### config.mk
export PLATFORM = sky130hd
export DESIGN_NAME = reg_file_sb_flat
export DESIGN_NICKNAME = d
export VERILOG_FILES = /design/src/rtl/reg_file_sb_pkg.sv /design/src/rtl/reg_file_sb_if.sv /design/src/rtl/reg_file_sb_clear_seq.sv /design/src/rtl/reg_file_sb.sv /design/src/flat_wrapper.sv
export SDC_FILE = /design/constraint.sdc
export NUM_CORES = 1
export LEC_CHECK = 0
export ABC_AREA = 1
export BUFFER_PORTS_ARGS = -buffer_cell sky130_fd_sc_hd__buf_4
export CAP_MARGIN = 20
export CORE_MARGIN = 2
export CORE_UTILIZATION = 38
export DETAILED_ROUTE_END_ITERATION = 10
export HOLD_SLACK_MARGIN = 0.06
export MAX_ROUTING_LAYER = met4
export PLACE_DENSITY = 0.59
export SLEW_MARGIN = 20
export SYNTH_ARGS = -nofsm -noshare
export SYNTH_HDL_FRONTEND = slang
export SYNTH_SLANG_ARGS = --single-unit
### constraint.sdc
create_clock -name Clk -period 5.98 [get_ports Clk]
set_input_delay 1.495 -clock Clk [delete_from_list [all_inputs] [get_ports Clk]]
set_output_delay 1.495 -clock Clk [all_outputs]
set_load 0.1 [all_outputs]
### src/rtl/reg_file_sb_pkg.sv
// Shared types for the scoreboarded register file and its soft-clear sequencer.
package regfile_pkg;

    typedef enum logic {
        RF_IDLE     = 1'b0,
        RF_CLEARING = 1'b1
    } rf_state_e;

endpackage

### src/rtl/reg_file_sb_if.sv
// Register-file access bundle: write port, two read ports, scoreboard set, soft-clear control.
interface reg_file_sb_if #(
    parameter int WIDTH  = 16,
    parameter int DEPTH  = 8,
    parameter int ADDR_W = $clog2(DEPTH)
);
    logic              LD_REG;
    logic [ADDR_W-1:0] DR;
    logic [WIDTH-1:0]  D_in;
    logic [ADDR_W-1:0] SR1;
    logic [ADDR_W-1:0] SR2;
    logic [WIDTH-1:0]  SR1_OUT;
    logic [WIDTH-1:0]  SR2_OUT;
    logic              SET_PEND;
    logic [ADDR_W-1:0] SET_ADDR;
    logic              SR1_RDY;
    logic              SR2_RDY;
    logic              CLR;
    logic              BUSY;
    logic              WR_DROP;

    modport master (
        output LD_REG, DR, D_in, SR1, SR2, SET_PEND, SET_ADDR, CLR,
        input  SR1_OUT, SR2_OUT, SR1_RDY, SR2_RDY, BUSY, WR_DROP
    );

    modport slave (
        input  LD_REG, DR, D_in, SR1, SR2, SET_PEND, SET_ADDR, CLR,
        output SR1_OUT, SR2_OUT, SR1_RDY, SR2_RDY, BUSY, WR_DROP
    );

endinterface

### src/rtl/reg_file_sb_clear_seq.sv
// Soft-clear sequencer: walks every register index once, one per cycle, busy for exactly DEPTH cycles.
// No backpressure; a request while busy is ignored.
module rf_clear_seq
    import regfile_pkg::*;
#(
    parameter int DEPTH  = 8,
    parameter int ADDR_W = $clog2(DEPTH)
) (
    input  logic              clk,
    input  logic              rst,
    input  logic              clr_req_i,
    output logic              busy_o,
    output logic              clr_we_o,
    output logic [ADDR_W-1:0] clr_addr_o
);

    localparam logic [ADDR_W-1:0] LAST_IDX = ADDR_W'(DEPTH - 1);

    rf_state_e         state_q, state_d;
    logic [ADDR_W-1:0] idx_q, idx_d;
    logic              done;

    always_ff @(posedge clk or posedge rst) begin
        if (rst) begin
            state_q <= RF_IDLE;
            idx_q   <= '0;
        end else begin
            state_q <= state_d;
            idx_q   <= idx_d;
        end
    end

    always_comb begin
        state_d  = state_q;
        idx_d    = idx_q;
        clr_we_o = 1'b0;
        done     = 1'b0;
        case (state_q)
            RF_IDLE: begin
                if (clr_req_i) begin
                    state_d = RF_CLEARING;
                    idx_d   = '0;
                end
            end
            RF_CLEARING: begin
                clr_we_o = 1'b1;
                done     = (idx_q == LAST_IDX);
                // Index wraps back to 0 as the last register is erased.
                idx_d    = done ? '0 : idx_q + ADDR_W'(1);
                if (done) begin
                    state_d = RF_IDLE;
                end
            end
            default: begin
                state_d = RF_IDLE;
                idx_d   = '0;
            end
        endcase
    end

    assign busy_o     = (state_q == RF_CLEARING);
    assign clr_addr_o = idx_q;

endmodule

### src/rtl/reg_file_sb.sv
// Register file, 1 write / 2 comb read ports, optional same-cycle bypass, pending scoreboard, soft clear.
// No backpressure: writes and SET_PEND during a clear are dropped and flagged on WR_DROP next cycle.
module reg_file_sb
    import regfile_pkg::*;
#(
    parameter int WIDTH  = 16,
    parameter int DEPTH  = 8,
    parameter int BYPASS = 1
) (
    input  logic          Clk,
    input  logic          Reset,
    reg_file_sb_if.slave  bus
);

    localparam int ADDR_W = $clog2(DEPTH);
    localparam bit BYP_EN = (BYPASS != 0);

    logic [WIDTH-1:0]  data_q [DEPTH];
    logic [DEPTH-1:0]  pend_q, pend_d;
    logic              wr_drop_q, wr_drop_d;

    logic              busy;
    logic              clr_we;
    logic [ADDR_W-1:0] clr_addr;

    logic              mem_we;
    logic [ADDR_W-1:0] mem_addr;
    logic [WIDTH-1:0]  mem_wdat;
    logic              byp1, byp2;

    rf_clear_seq #(
        .DEPTH  (DEPTH),
        .ADDR_W (ADDR_W)
    ) u_clear_seq (
        .clk        (Clk),
        .rst        (Reset),
        .clr_req_i  (bus.CLR),
        .busy_o     (busy),
        .clr_we_o   (clr_we),
        .clr_addr_o (clr_addr)
    );

    // Storage has a single write port, shared between the user write and the clear walk.
    always_comb begin
        mem_we    = 1'b0;
        mem_addr  = bus.DR;
        mem_wdat  = bus.D_in;
        pend_d    = pend_q;
        wr_drop_d = busy & (bus.LD_REG | bus.SET_PEND);
        if (busy) begin
            mem_we   = clr_we;
            mem_addr = clr_addr;
            mem_wdat = '0;
            if (clr_we) begin
                pend_d[clr_addr] = 1'b0;
            end
        end else begin
            mem_we = bus.LD_REG;
            if (bus.LD_REG) begin
                pend_d[bus.DR] = 1'b0;
            end
            // Applied after the write's clear so a same-address set wins.
            if (bus.SET_PEND) begin
                pend_d[bus.SET_ADDR] = 1'b1;
            end
        end
    end

    always_ff @(posedge Clk or posedge Reset) begin
        if (Reset) begin
            for (int i = 0; i < DEPTH; i++) begin
                data_q[i] <= '0;
            end
            pend_q    <= '0;
            wr_drop_q <= 1'b0;
        end else begin
            if (mem_we) begin
                data_q[mem_addr] <= mem_wdat;
            end
            pend_q    <= pend_d;
            wr_drop_q <= wr_drop_d;
        end
    end

    assign byp1 = BYP_EN && bus.LD_REG && !busy && (bus.DR == bus.SR1);
    assign byp2 = BYP_EN && bus.LD_REG && !busy && (bus.DR == bus.SR2);

    assign bus.SR1_OUT = byp1 ? bus.D_in : data_q[bus.SR1];
    assign bus.SR2_OUT = byp2 ? bus.D_in : data_q[bus.SR2];
    assign bus.SR1_RDY = !busy && (!pend_q[bus.SR1] || byp1);
    assign bus.SR2_RDY = !busy && (!pend_q[bus.SR2] || byp2);
    assign bus.BUSY    = busy;
    assign bus.WR_DROP = wr_drop_q;

endmodule

### src/flat_wrapper.sv
// flat-port wrapper written by rule: the top's interface ports become plain ports
module reg_file_sb_flat import regfile_pkg::*;
#(
    parameter int WIDTH  = 16,
    parameter int DEPTH  = 8,
    parameter int BYPASS = 1
)
  (Clk, Reset, bus_LD_REG, bus_DR, bus_D_in, bus_SR1, bus_SR2, bus_SET_PEND, bus_SET_ADDR, bus_CLR, bus_SR1_OUT, bus_SR2_OUT, bus_SR1_RDY, bus_SR2_RDY, bus_BUSY, bus_WR_DROP);
  reg_file_sb_if #(.WIDTH(WIDTH), .DEPTH(DEPTH)) bus_i ();
  input  logic Clk;
  input  logic Reset;
  input wire logic [$bits(bus_i.LD_REG)-1:0] bus_LD_REG;
  input wire logic [$bits(bus_i.DR)-1:0] bus_DR;
  input wire logic [$bits(bus_i.D_in)-1:0] bus_D_in;
  input wire logic [$bits(bus_i.SR1)-1:0] bus_SR1;
  input wire logic [$bits(bus_i.SR2)-1:0] bus_SR2;
  input wire logic [$bits(bus_i.SET_PEND)-1:0] bus_SET_PEND;
  input wire logic [$bits(bus_i.SET_ADDR)-1:0] bus_SET_ADDR;
  input wire logic [$bits(bus_i.CLR)-1:0] bus_CLR;
  output wire logic [$bits(bus_i.SR1_OUT)-1:0] bus_SR1_OUT;
  output wire logic [$bits(bus_i.SR2_OUT)-1:0] bus_SR2_OUT;
  output wire logic [$bits(bus_i.SR1_RDY)-1:0] bus_SR1_RDY;
  output wire logic [$bits(bus_i.SR2_RDY)-1:0] bus_SR2_RDY;
  output wire logic [$bits(bus_i.BUSY)-1:0] bus_BUSY;
  output wire logic [$bits(bus_i.WR_DROP)-1:0] bus_WR_DROP;
  assign bus_i.LD_REG = bus_LD_REG;
  assign bus_i.DR = bus_DR;
  assign bus_i.D_in = bus_D_in;
  assign bus_i.SR1 = bus_SR1;
  assign bus_i.SR2 = bus_SR2;
  assign bus_i.SET_PEND = bus_SET_PEND;
  assign bus_i.SET_ADDR = bus_SET_ADDR;
  assign bus_i.CLR = bus_CLR;
  assign bus_SR1_OUT = bus_i.SR1_OUT;
  assign bus_SR2_OUT = bus_i.SR2_OUT;
  assign bus_SR1_RDY = bus_i.SR1_RDY;
  assign bus_SR2_RDY = bus_i.SR2_RDY;
  assign bus_BUSY = bus_i.BUSY;
  assign bus_WR_DROP = bus_i.WR_DROP;
  reg_file_sb #(.WIDTH(WIDTH), .DEPTH(DEPTH), .BYPASS(BYPASS)) u_core (.Clk(Clk), .Reset(Reset), .bus(bus_i));
endmodule
==> results.md, run 1 <==
* Run status: finished clean
* Final Cycle Share at 82.1%
* Met2 track utilization from global routing at a little under two fifths
* H-tree depth reported by CTS at 4
* Share of synthesized cell area in and, or, nand and nor gates at slightly above 30%
* Share of cells above drive strength 1 at 12.8%
* Number of cells upsized or downsized after cts at 0
* Number of unique standard cell types used by synthesis at 28
* Hold path depth at 2
* Total length of routed wires at 28000 um
* Number of antenna repair diodes at 0
* Most common cell in the synthesized netlist: sky130_fd_sc_hd__nand2_1
* Routed vias/inst at 5.49
* Top area cells in the synthesized netlist: sky130_fd_sc_hd__dfrtp_1 41%, sky130_fd_sc_hd__nand2_1 19%, sky130_fd_sc_hd__nand3_1 8.7%, sky130_fd_sc_hd__o211ai_1 6.9%, sky130_fd_sc_hd__inv_1 4.7%
* Switch Pwr at 0.00210 W
* Most instantiated cells after synthesis: 442 x sky130_fd_sc_hd__nand2_1, 151 x sky130_fd_sc_hd__nand3_1, 141 x sky130_fd_sc_hd__dfrtp_1, 109 x sky130_fd_sc_hd__inv_1, 80 x sky130_fd_sc_hd__o211ai_1
* Initial Utilization at between 30% and 40%
* Min-Delay Endpoint: u_core.data_q[17]$_DFFE_PP0P_
* Internal at 0.00246 W
* Area of the die at 24000 um2
* Post-layout minimum cycle time at 4910 ps
* Worst vdd ir at ~240 uV
* Final hold violation count at 0
* Number of synthesized register bits at 141
* Number of buffers added by the clock tree synthesis step at 17
* Kind of end point of the critical path: output pin
* Setup repair after global routing missed its margin: false
* Number of hold buffers added after CTS at 0
* Cell area after synthesis at just under 9000 um2
* Number of core rows at 55
* Final-stage net count at ~1300
* Critical Path Start Type: input port
* Area share of the leading cell type in the synthesized netlist at between 40 and 50%
* Critical path data required time at 4490 ps
* Clock Path Buffers at 2
* Worst-margin pin slew at 903 ps
* Critical Path Slowest Stage Cell: sky130_fd_sc_hd__inv_2
* Clock latency on the worst-skew pair at 430 ps
* Power density relative to cell area at roughly 460 nW/um2
* Clk sink count at approximately 140
* Maximum clock frequency at 204 MHz
* Vias at 8454
* Count of warnings emitted by yosys at 0
* Pre-CTS setup slack at approximately 1100 ps
* Final Util at 43.8%
* IO Count at 69
* Gp weighted congestion at 0.904
* Count of pins over their slew limit at 0
* Reg2reg path depth at 6
* Clock transition at the register clock pins on the worst setup and hold paths after CTS at 60 ps
* Mapped Avg Cell Area at 7.06 um2
* Top FF cell, synth: sky130_fd_sc_hd__dfrtp_1
* HP Start: u_core.data_q[17]$_DFFE_PP0P_
* Layer with the highest usage: met2
* Number of buffers inserted by port buffering at 68
* Crit Path Max Fanout at 19
* Sequential fraction of design power at 30.5%
* Tightest Hold Check Type: register to register
* Total negative slack at 0 ps
* Clock root buffer: sky130_fd_sc_hd__clkbuf_16
* Total iterations of the first detailed-routing run at 5
* Global routing met1 resource utilization at between 30% and 40%
* Area overhead of the layout relative to synthesis at 13.7%
* Max_cap viols at 0
* Core region area at ~23000 um2
* Cell repeated most along the worst path: sky130_fd_sc_hd__nand2_1
* Met3 layer usage reported by global route at under 10%
* Die Ht at ~150 um
* Stage delay of the slowest cell on the critical path at between 300 and 400 ps
* Total DRC errors in the routed layout at 0
* Global-route wire length before repair at 44800 um
* Ys async rst share at 100%
* Aggregate global-route resource usage at 24.7%
* Largest net degree at the start of global routing at 113
* Post-synth EDFFs at 0
* Fin Hold WS at just under 500 ps
* Via count of the first global-routing pass at 8106
* Cell breakdown of the critical path: buf_4 -> inv_2 -> nand2_1 -> nand2_1 -> nor2_1 -> nand2_1 -> buf_4 -> inv_2 -> nand2_1 -> nand2_1 -> buf_4
* Sum of overflow across all layers after global routing at 0
* Leakage dissipation at 4.68 nW
* Wire per inst at 18.1 um
* Post-Synth XOR/XNOR Area at 0%
* Crit Reg-Reg Endpoint: u_core.data_q[35]$_DFFE_PP0P_
* Net Count, Synth at roughly 1300
* Switch share at 46.0%
* Iteration-0 DRC Markers at 830
* R2R setup slack at 3310 ps
* Clock tree from TritonCTS: built
* Die boundary width at 155 um
* Complex-gate fraction of the synthesized area at between 10% and 20%
* Category of the critical setup timing path: input port to output pin
* Mux contribution to synthesized area at 0%
* Sequential share of the synthesized area at roughly 40%
* Cell taking the most area after synthesis: sky130_fd_sc_hd__dfrtp_1
* Combinational share of power at between 40% and 50%
* Clock power frac at a little over a quarter
* Largest family of logic cells by synthesized area: simple AND/OR/NAND/NOR gates
* Final setup violation count at 0
* Setup bufs post-CTS at 0
* CP arrival at 3410 ps
* Post-DP HPWL at 17100 um
* Final antenna-violating net count at 0
* Worst r2r src: u_core.u_clear_seq.busy_o$_DFF_PP0_
* Adder-cell area share of the yosys netlist at 0.289%
* Initial antenna violation count at 0
* Post-route clock skew at 7.44 ps
* Cells after synthesis at 1227
* Relative slew slack at 39.6%
* Setup slack after layout at around 1100 ps
## metal layers
layer	part of all wire, %	vias to the layer above
li1	-	4048
met1	47	4018
met2	43	344
met3	7.6	44
met4	2.2	0
met5	0	-
## power by group through the flow
stage               logic [W]  registers [W]  clock network (W)
finish                0.00195        0.00139            0.00122
global route          0.00215        0.00142            0.00129
CTS                   0.00195        0.00139            0.00124
detailed placement    0.00195        0.00140                  0
global placement      0.00192        0.00140                  0
floorplan             0.00154        0.00138                  0
## through the flow
| stage | instance area, um2 | std cells | power, W |
|---|---|---|---|
| global route | 9850 | 1541 | 0.00486 |
| finish | 9850 | 1541 | 0.00456 |
| global placement | 9180 | 1511 | 0.00332 |
| CTS | 9840 | 1541 | 0.00458 |
| floorplan | 8660 | 1227 | 0.00292 |
| detailed placement | 9180 | 1511 | 0.00335 |
## layout by cell type, fill, tap and decap left out, drive strengths merged
cell type / count
dfrtp: 141
clkinv: 3
buf: 80
a22oi: 2
o211ai: 80
clkinvlp: 2
inv: 115
or2: 1
nand3: 151
o22ai: 3
a21oi: 8
nand4: 4
nand2: 452
clkbuf: 20
nor2: 38
bufinv: 6
ha: 2
o21ai: 147
o21a: 1
## layout make-up
cell class	count	area [um2]
fill	2352	12700
sequential	141	3530
inverter	116	440
multi-input combinational	889	4240
tap	285	357
clock inverter	10	213
clock buffer	20	457
timing repair buffer	80	617
## registers in the layout (all words and copies together), names as in the netlist
| signal | count |
|---|---|
| u_core.bus.WR_DROP | 1 |
| u_core.data_q | 128 |
| u_core.pend_q | 8 |
| u_core.u_clear_seq.busy_o | 1 |
| u_core.u_clear_seq.clr_addr_o | 3 |
## critical path: cells and delay by family
family                 cells  cell delay, ps
buffers and inverters      5            1390
AND/OR/NAND/NOR            6             510
## worst max path at each step
| stage | start | to | slack [ps] | cells past startpoint |
|---|---|---|---|---|
| global route | bus_SR2[2] | bus_SR2_OUT[9] | 930 | 11 |
| global placement | bus_SR2[2] | bus_SR2_OUT[9] | 1080 | 11 |
| floorplan | Reset | u_core.bus.WR_DROP$_DFF_PP0_ | 700 | 1 |
| finish | bus_SR2[2] | bus_SR2_OUT[9] | 1070 | 11 |
| CTS | bus_SR2[2] | bus_SR2_OUT[9] | 1080 | 11 |
| detailed placement | bus_SR2[2] | bus_SR2_OUT[9] | 1080 | 11 |
## kinds of logic (layout without fill, tap and decap cells)
kind of cell | Yosys count | count (layout)
AND/OR/NAND/NOR | 646 | 646
flip-flops | 141 | 141
adder cells (fa/ha/maj) | 2 | 2
buffers and inverters | 197 | 226
AO/OA/AOI/OAI | 241 | 241
(Power assumes the default switching activity.)
==> run 2, diff against run 1 <==
--- a/config.mk
+++ b/config.mk
@@ -5,7 +5,7 @@
 export SDC_FILE = /design/constraint.sdc
 export NUM_CORES = 1
 export LEC_CHECK = 0
-export ABC_AREA = 1
+export ABC_AREA = 0
 export BUFFER_PORTS_ARGS = -buffer_cell sky130_fd_sc_hd__buf_4
 export CAP_MARGIN = 20
 export CORE_MARGIN = 2
==> constraint.sdc (replaced) <==
create_clock -name Clk -period 5.04 [get_ports Clk]
set_input_delay 1.26 -clock Clk [delete_from_list [all_inputs] [get_ports Clk]]
set_output_delay 1.26 -clock Clk [all_outputs]
set_load 0.1 [all_outputs]
==> results.md, run 2 <==
* Post-route clock skew at 5.59 ps
* Top area cells in the synthesized netlist: sky130_fd_sc_hd__dfrtp_1 40%, sky130_fd_sc_hd__mux4_1 13%, sky130_fd_sc_hd__mux2_2 12%, sky130_fd_sc_hd__mux2_4 9.7%, sky130_fd_sc_hd__mux4_2 6.1%
* HP Start: u_core.data_q[98]$_DFFE_PP0P_
* Global-route wire length before repair at 33400 um
* Area share of the leading cell type in the synthesized netlist at 40.1%
* Placed Cells at 869
* Run status: finished clean
* Relative slew slack at 33.6%
* Critical Path Start Type: input port
* Maximum clock frequency at 225 MHz
* Number of flip-flops in the largest register at 128
* H-tree depth reported by CTS at 4
* Final setup violation count at 0
* Total length of routed wires at 21500 um
* FILL cells at 2002
* Max_cap viols at 0
* Most common cell in the synthesized netlist: sky130_fd_sc_hd__dfrtp_1
* Post-DP HPWL at 12800 um
* Worst-margin pin slew at 996 ps
* Critical Path Slowest Stage Cell: sky130_fd_sc_hd__mux4_1
* Cell repeated most along the worst path: sky130_fd_sc_hd__buf_4
* Reg2reg path depth at 4
* Count of placed standard cells in the final layout, fillers left out at 901
* Wire per inst at 23.9 um
* Mapped Avg Cell Area at 16.2 um2
* Largest net degree at the start of global routing at approximately 140
* Count of warnings emitted by yosys at 0
* Most frequent standard cell in the layout excluding fill and tap cells: sky130_fd_sc_hd__dfrtp_1
* Number of unique standard cell types used by synthesis at 36
* Cells after synthesis at 545
* IO Count at a little under 70
* Setup repair after global routing missed its margin: false
* Net Count, Synth at 580
* Sequential share of the synthesized area at between 40% and 50%
* Total iterations of the first detailed-routing run at 4
* Cell taking the most area after synthesis: sky130_fd_sc_hd__dfrtp_1
* Kind of end point of the critical path: output pin
* Commonest cells after routing, fill and taps aside: 141 x sky130_fd_sc_hd__dfrtp_1, 93 x sky130_fd_sc_hd__mux2_2, 74 x sky130_fd_sc_hd__buf_4
* Count of pins over their slew limit at 0
* Power consumption at between 0.005 and 0.006 W
* Setup bufs post-CTS at 0
* Die Ht at between 150 and 200 um
* Initial Utilization at 38.8%
* Hold path depth at 1
* Final-stage net count at 638
* Area overhead of the layout relative to synthesis at 14.4%
* Area of the die at approximately 24000 um2
* Post-synth EDFFs at 0
* Clock latency on the worst-skew pair at roughly 420 ps
* Ys async rst share at 100%
* Fin Hold WS at 495 ps
* Critical path data required time at roughly 3800 ps
* Number of synthesized register bits at 141
* Vias at about 5200
* Number of core rows at 55
* Cell area after synthesis at 8810 um2
* Total DRC errors in the routed layout at 0
* Sum of overflow across all layers after global routing at 0
* Clk sink count at 141
* Category of the critical setup timing path: input port to output pin
* Number of buffers inserted by port buffering at 68
* Initial antenna violation count at 0
* Worst vdd ir at 405 uV
* Leakage dissipation at 4.73 nW
* Number of cells upsized or downsized after cts at 0
* Aggregate global-route resource usage at about a fifth
* Number of hold buffers added after CTS at 0
* Most instantiated cells after synthesis: 141 x sky130_fd_sc_hd__dfrtp_1, 93 x sky130_fd_sc_hd__mux2_2, 57 x sky130_fd_sc_hd__mux2_4, 44 x sky130_fd_sc_hd__mux2_1, 44 x sky130_fd_sc_hd__mux4_1
* Die boundary width at approximately 160 um
* Clock root buffer: sky130_fd_sc_hd__clkbuf_16
* Clock Path Buffers at 2
* Crit Reg-Reg Endpoint: u_core.data_q[30]$_DFFE_PP0P_
* Core region area at 22700 um2
* R2R setup slack at 2270 ps
* Crit Path Max Fanout at 15
* Cell breakdown of the critical path: buf_4 -> buf_4 -> mux4_1 -> mux2_2 -> mux2_4 -> buf_4
* Tightest Hold Check Type: register to register
* Total negative slack at 0 ps
* Clock transition at the register clock pins on the worst setup and hold paths after CTS at 60 ps
* Min-Delay Endpoint: u_core.data_q[98]$_DFFE_PP0P_
* Post-layout minimum cycle time at 4450 ps
* Final hold violation count at 0
* Gp weighted congestion at 0.782
* Top FF cell, synth: sky130_fd_sc_hd__dfrtp_1
* Worst r2r src: u_core.u_clear_seq.busy_o$_DFF_PP0_
* Power density relative to cell area at 592 nW/um2
* Final antenna-violating net count at 0
* CP arrival at 3190 ps
* Clock tree from TritonCTS: built
* Iteration-0 DRC Markers at roughly 330
* Via count of the first global-routing pass at 5662
* Number of antenna repair diodes at 0
* Share of cells above drive strength 1 at approximately half
* Stage delay of the slowest cell on the critical path at 580 ps
* Reg with most FFs: u_core.data_q
* Routed vias/inst at around 5.7
* Number of buffers added by the clock tree synthesis step at 17
* Final Cycle Share at 88.4%
==> run 2: cell count changes after synthesis, sizes merged, moves of 30 or more <==
cell / change
mux4: +68
nor2: -37
buf: -30
inv: -111
nand2: -444
o21ai: -132
nand3: -146
mux2: +194
o211ai: -80
==> run 2: layout make-up <==
class                   count  area (um2)  share of cell area [%]
multi-input cells         361        4880                    48.5
flip-flops and latches    141        3530                    35.0
repair buffers             78         636                    6.31
clock buffers              18         439                    4.36
well taps                 285         357                    3.54
clock inverters            14         216                    2.15
inverters                   4        18.8                   0.186
==> run 2: kinds of logic (layout without fill, tap and decap cells) <==
| kind of cell | Yosys count | in the layout | share of synthesized area, % |
|---|---|---|---|
| buffers and inverters | 43 | 114 | 4.59 |
| adders and majority gates | 2 | 2 | 0.284 |
| xor gates and xnor gates | 6 | 6 | 0.597 |
| and+or+nand+nor | 52 | 52 | 3.88 |
| DFF | 141 | 141 | 40.1 |
| muxes | 262 | 262 | 46.5 |
| AOI/OAI and AO/OA | 39 | 39 | 4.11 |
==> run 2: critical path: cells and delay by family <==
kind / cells / cell delay (ps)
buf+inv: 3 / 810
mux: 3 / 1110
==> run 2: metal layers <==
layer  global-route usage, %  vias to the layer above  share of wire [%]  wire length (um)
met2                    31.3                       99                 50             10700
li1                        -                     2270                  -                 -
met4                    4.19                        0                1.1               241
met1                    23.8                     2771                 45              9680
met3                    3.63                       23                3.9               835
met5                       -                        -                  0                 0
==> run 2: worst max-delay path by stage <==
| stage | startpoint | end | slack [ps] | depth (start not counted) |
|---|---|---|---|---|
| 3_5_place_dp | bus_SR1[0] | bus_SR1_OUT[9] | 590 | 6 |
| 3_3_place_gp | bus_SR1[0] | bus_SR1_OUT[7] | 600 | 6 |
| 5_1_grt | bus_SR1[0] | bus_SR1_OUT[9] | 540 | 6 |
| 4_1_cts | bus_SR1[0] | bus_SR1_OUT[9] | 580 | 6 |
| 6_report | bus_SR1[0] | bus_SR1_OUT[9] | 590 | 6 |
| 2_1_floorplan | bus_SR2[1] | bus_SR2_RDY | 480 | 5 |
==> run 2: stage by stage <==
step / area (um2) / worst slack (ps) / util, %
finish: 10100 / 586 / 44.4
global route: 10100 / 542 / 44.4
CTS: 10100 / 583 / 44.4
detailed placement: 9420 / 589 / 41.5
global placement: 9420 / 602 / 41.5
floorplan: 8820 / 482 / -
==> run 2: report_power, final <==
| group | internal (W) | leakage, nW | switching [W] | total, W |
|---|---|---|---|---|
| registers | 0.00151 | 1.89 | 0.000284 | 0.00179 |
| logic | 0.00115 | 2.54 | 0.00163 | 0.00278 |
| clock network | 0.000892 | 0.309 | 0.000503 | 0.00139 |
==> run 3, diff against run 2 <==
--- a/config.mk
+++ b/config.mk
@@ -9,12 +9,12 @@
 export BUFFER_PORTS_ARGS = -buffer_cell sky130_fd_sc_hd__buf_4
 export CAP_MARGIN = 20
 export CORE_MARGIN = 2
-export CORE_UTILIZATION = 38
+export CORE_UTILIZATION = 61
 export DETAILED_ROUTE_END_ITERATION = 10
 export HOLD_SLACK_MARGIN = 0.06
 export MAX_ROUTING_LAYER = met4
-export PLACE_DENSITY = 0.59
-export SLEW_MARGIN = 20
+export PLACE_DENSITY = 0.85
+export SLEW_MARGIN = 10
 export SYNTH_ARGS = -nofsm -noshare
 export SYNTH_HDL_FRONTEND = slang
 export SYNTH_SLANG_ARGS = --single-unit
==> results.md, run 3 (synthesized netlist as in run 2, its figures left out) <==
* Run status: finished clean
* Core region area at 14000 um2
* Die boundary width at 124 um
* Clock Path Buffers at 2
* Initial antenna violation count at 0
* Final Cycle Share at 88.5%
* Final antenna-violating net count at 0
* Aggregate global-route resource usage at roughly 29%
* Area of the die at 15400 um2
* R2R setup slack at approximately 2300 ps
* Total negative slack at 0 ps
* Clock latency on the worst-skew pair at roughly 430 ps
* Gp weighted congestion at just over 0.8
* Commonest cells after routing, fill and taps aside: 141 x sky130_fd_sc_hd__dfrtp_1, 93 x sky130_fd_sc_hd__mux2_2, 75 x sky130_fd_sc_hd__buf_4
* Setup repair after global routing missed its margin: false
* Number of hold buffers added after CTS at 0
* Final hold violation count at 0
* Post-DP HPWL at 11900 um
* FILL cells at 918
* Number of buffers inserted by port buffering at 68
* Count of pins over their slew limit at 0
* Number of flip-flops in the largest register at 128
* Iteration-0 DRC Markers at between 400 and 500
* Sequential fraction of design power at 30.8%
* Total DRC errors in the routed layout at 0
* Critical Path Start Type: input port
* Clk sink count at 141
* Die Ht at between 100 and 150 um
* Fin Hold WS at 503 ps
* Max_cap viols at 0
* Startpoint of the worst setup timing path: bus_SR1[0]
* Internal at 0.00343 W
* Number of antenna repair diodes at 0
* Routed vias/inst at 6.78
* Final-stage net count at roughly 640
* Total length of routed wires at 20000 um
* Final setup violation count at 0
* Global-route wire length before repair at 31900 um
* Setup bufs post-CTS at 0
* Post-route design area at 9880 um2
* Kind of end point of the critical path: output pin
* Maximum clock frequency at about 220 MHz
* Post-layout minimum cycle time at 4460 ps
* Relative slew slack at 36.5%
* Worst-margin pin slew at 953 ps
* Largest net degree at the start of global routing at 142
* Total iterations of the first detailed-routing run at 5
* Power density relative to cell area at 593 nW/um2
* Number of cells upsized or downsized after cts at 0
* Area overhead of the layout relative to synthesis at 12.1%
* IO Count at between 60 and 70
* Clock tree from TritonCTS: built
* CP arrival at approximately 3200 ps
* Share of cells above drive strength 1 at between 40% and 50%
* Combinational share of power at 47.3%
* Area taken by flip-flops and latches at 3530 um2
* Tightest Hold Check Type: register to register
* Most frequent standard cell in the layout excluding fill and tap cells: sky130_fd_sc_hd__dfrtp_1
* Post-route clock skew at around 4.7 ps
* Area occupied by multi-input gates at 4880 um2
* H-tree depth reported by CTS at 4
* Sum of overflow across all layers after global routing at 0
* Reg with most FFs: u_core.data_q
* Number of core rows at 43
* Switch Pwr at around 0.0024 W
* Vias at around 5400
* Category of the critical setup timing path: input port to output pin
* Clock root buffer: sky130_fd_sc_hd__clkbuf_16
* Clock transition at the register clock pins on the worst setup and hold paths after CTS at 60 ps
* Worst r2r src: u_core.u_clear_seq.busy_o$_DFF_PP0_
* Initial Utilization at between 60 and 70%
* Worst vdd ir at between 400 and 500 uV
* Number of buffers added by the clock tree synthesis step at 17
* HP Start: u_core.data_q[5]$_DFFE_PP0P_
* Via count of the first global-routing pass at about 5700
* Crit Path Max Fanout at 16
* Switch share at 41.4%
* Clock power frac at 21.9%
* Wire per inst at 25.2 um
* Critical path data required time at 3780 ps
* Leakage dissipation at ~4.7 nW
* Post-place instance area at 9280 um2
## run 3: cell types whose count changed in the layout (fill, tap and decap cells not counted), sizes merged
cell and delta:
clkinv +2, bufinv -2
## run 3: power by group through the flow
stage          combinational (W)  sequential (W)  clock [W]
2_1_floorplan            0.00232         0.00173          0
3_3_place_gp             0.00269         0.00175          0
3_5_place_dp             0.00276         0.00180          0
4_1_cts                  0.00279         0.00179    0.00129
5_1_grt                  0.00290         0.00185    0.00134
6_report                 0.00277         0.00180    0.00128
## run 3: area by class of cell
class / instances / area share, %
Clock buffer: 18 / 4.34
Clock inverter: 14 / 1.72
Inverter: 4 / 0.190
Multi-Input combinational cell: 361 / 49.4
Sequential cell: 141 / 35.7
Tap cell: 180 / 2.28
Timing Repair Buffer: 78 / 6.31
## run 3: final timing paths
path                                                   to  cells past startpoint
setup / recovery                           bus_SR1_OUT[6]                      6
hold / removal               u_core.data_q[5]$_DFFE_PP0P_                      1
setup reg to reg           u_core.data_q[124]$_DFFE_PP0P_                      4
hold reg to reg              u_core.data_q[5]$_DFFE_PP0P_                      1
max in group asynchronous  u_core.data_q[115]$_DFFE_PP0P_                      3
min in group asynchronous   u_core.data_q[64]$_DFFE_PP0P_                      3
## run 3: stage by stage
step / utilization, % / std cells / worst slack, ps / power (W)
floorplan: - / 545 / 482 / 0.00405
global placement: 66.3 / 764 / 674 / 0.00445
detailed placement: 66.3 / 764 / 625 / 0.00457
CTS: 70.6 / 796 / 569 / 0.00587
global route: 70.6 / 796 / 542 / 0.00609
finish: 70.6 / 796 / 578 / 0.00586
## run 3: worst max-delay path, stage by stage
cell	delay (ps)
sky130_fd_sc_hd__buf_4	290
sky130_fd_sc_hd__buf_4	250
sky130_fd_sc_hd__mux4_1	610
sky130_fd_sc_hd__mux2_2	290
sky130_fd_sc_hd__mux2_4	250
sky130_fd_sc_hd__buf_4	230
## run 3: per-layer routing
| layer | GRT usage, % | wire length [um] |
|---|---|---|
| met1 | 38.0 | 8440 |
| met4 | 11.3 | 486 |
| met2 | 46.2 | 10200 |
| met3 | 4.35 | 903 |
| met5 | - | 0 |
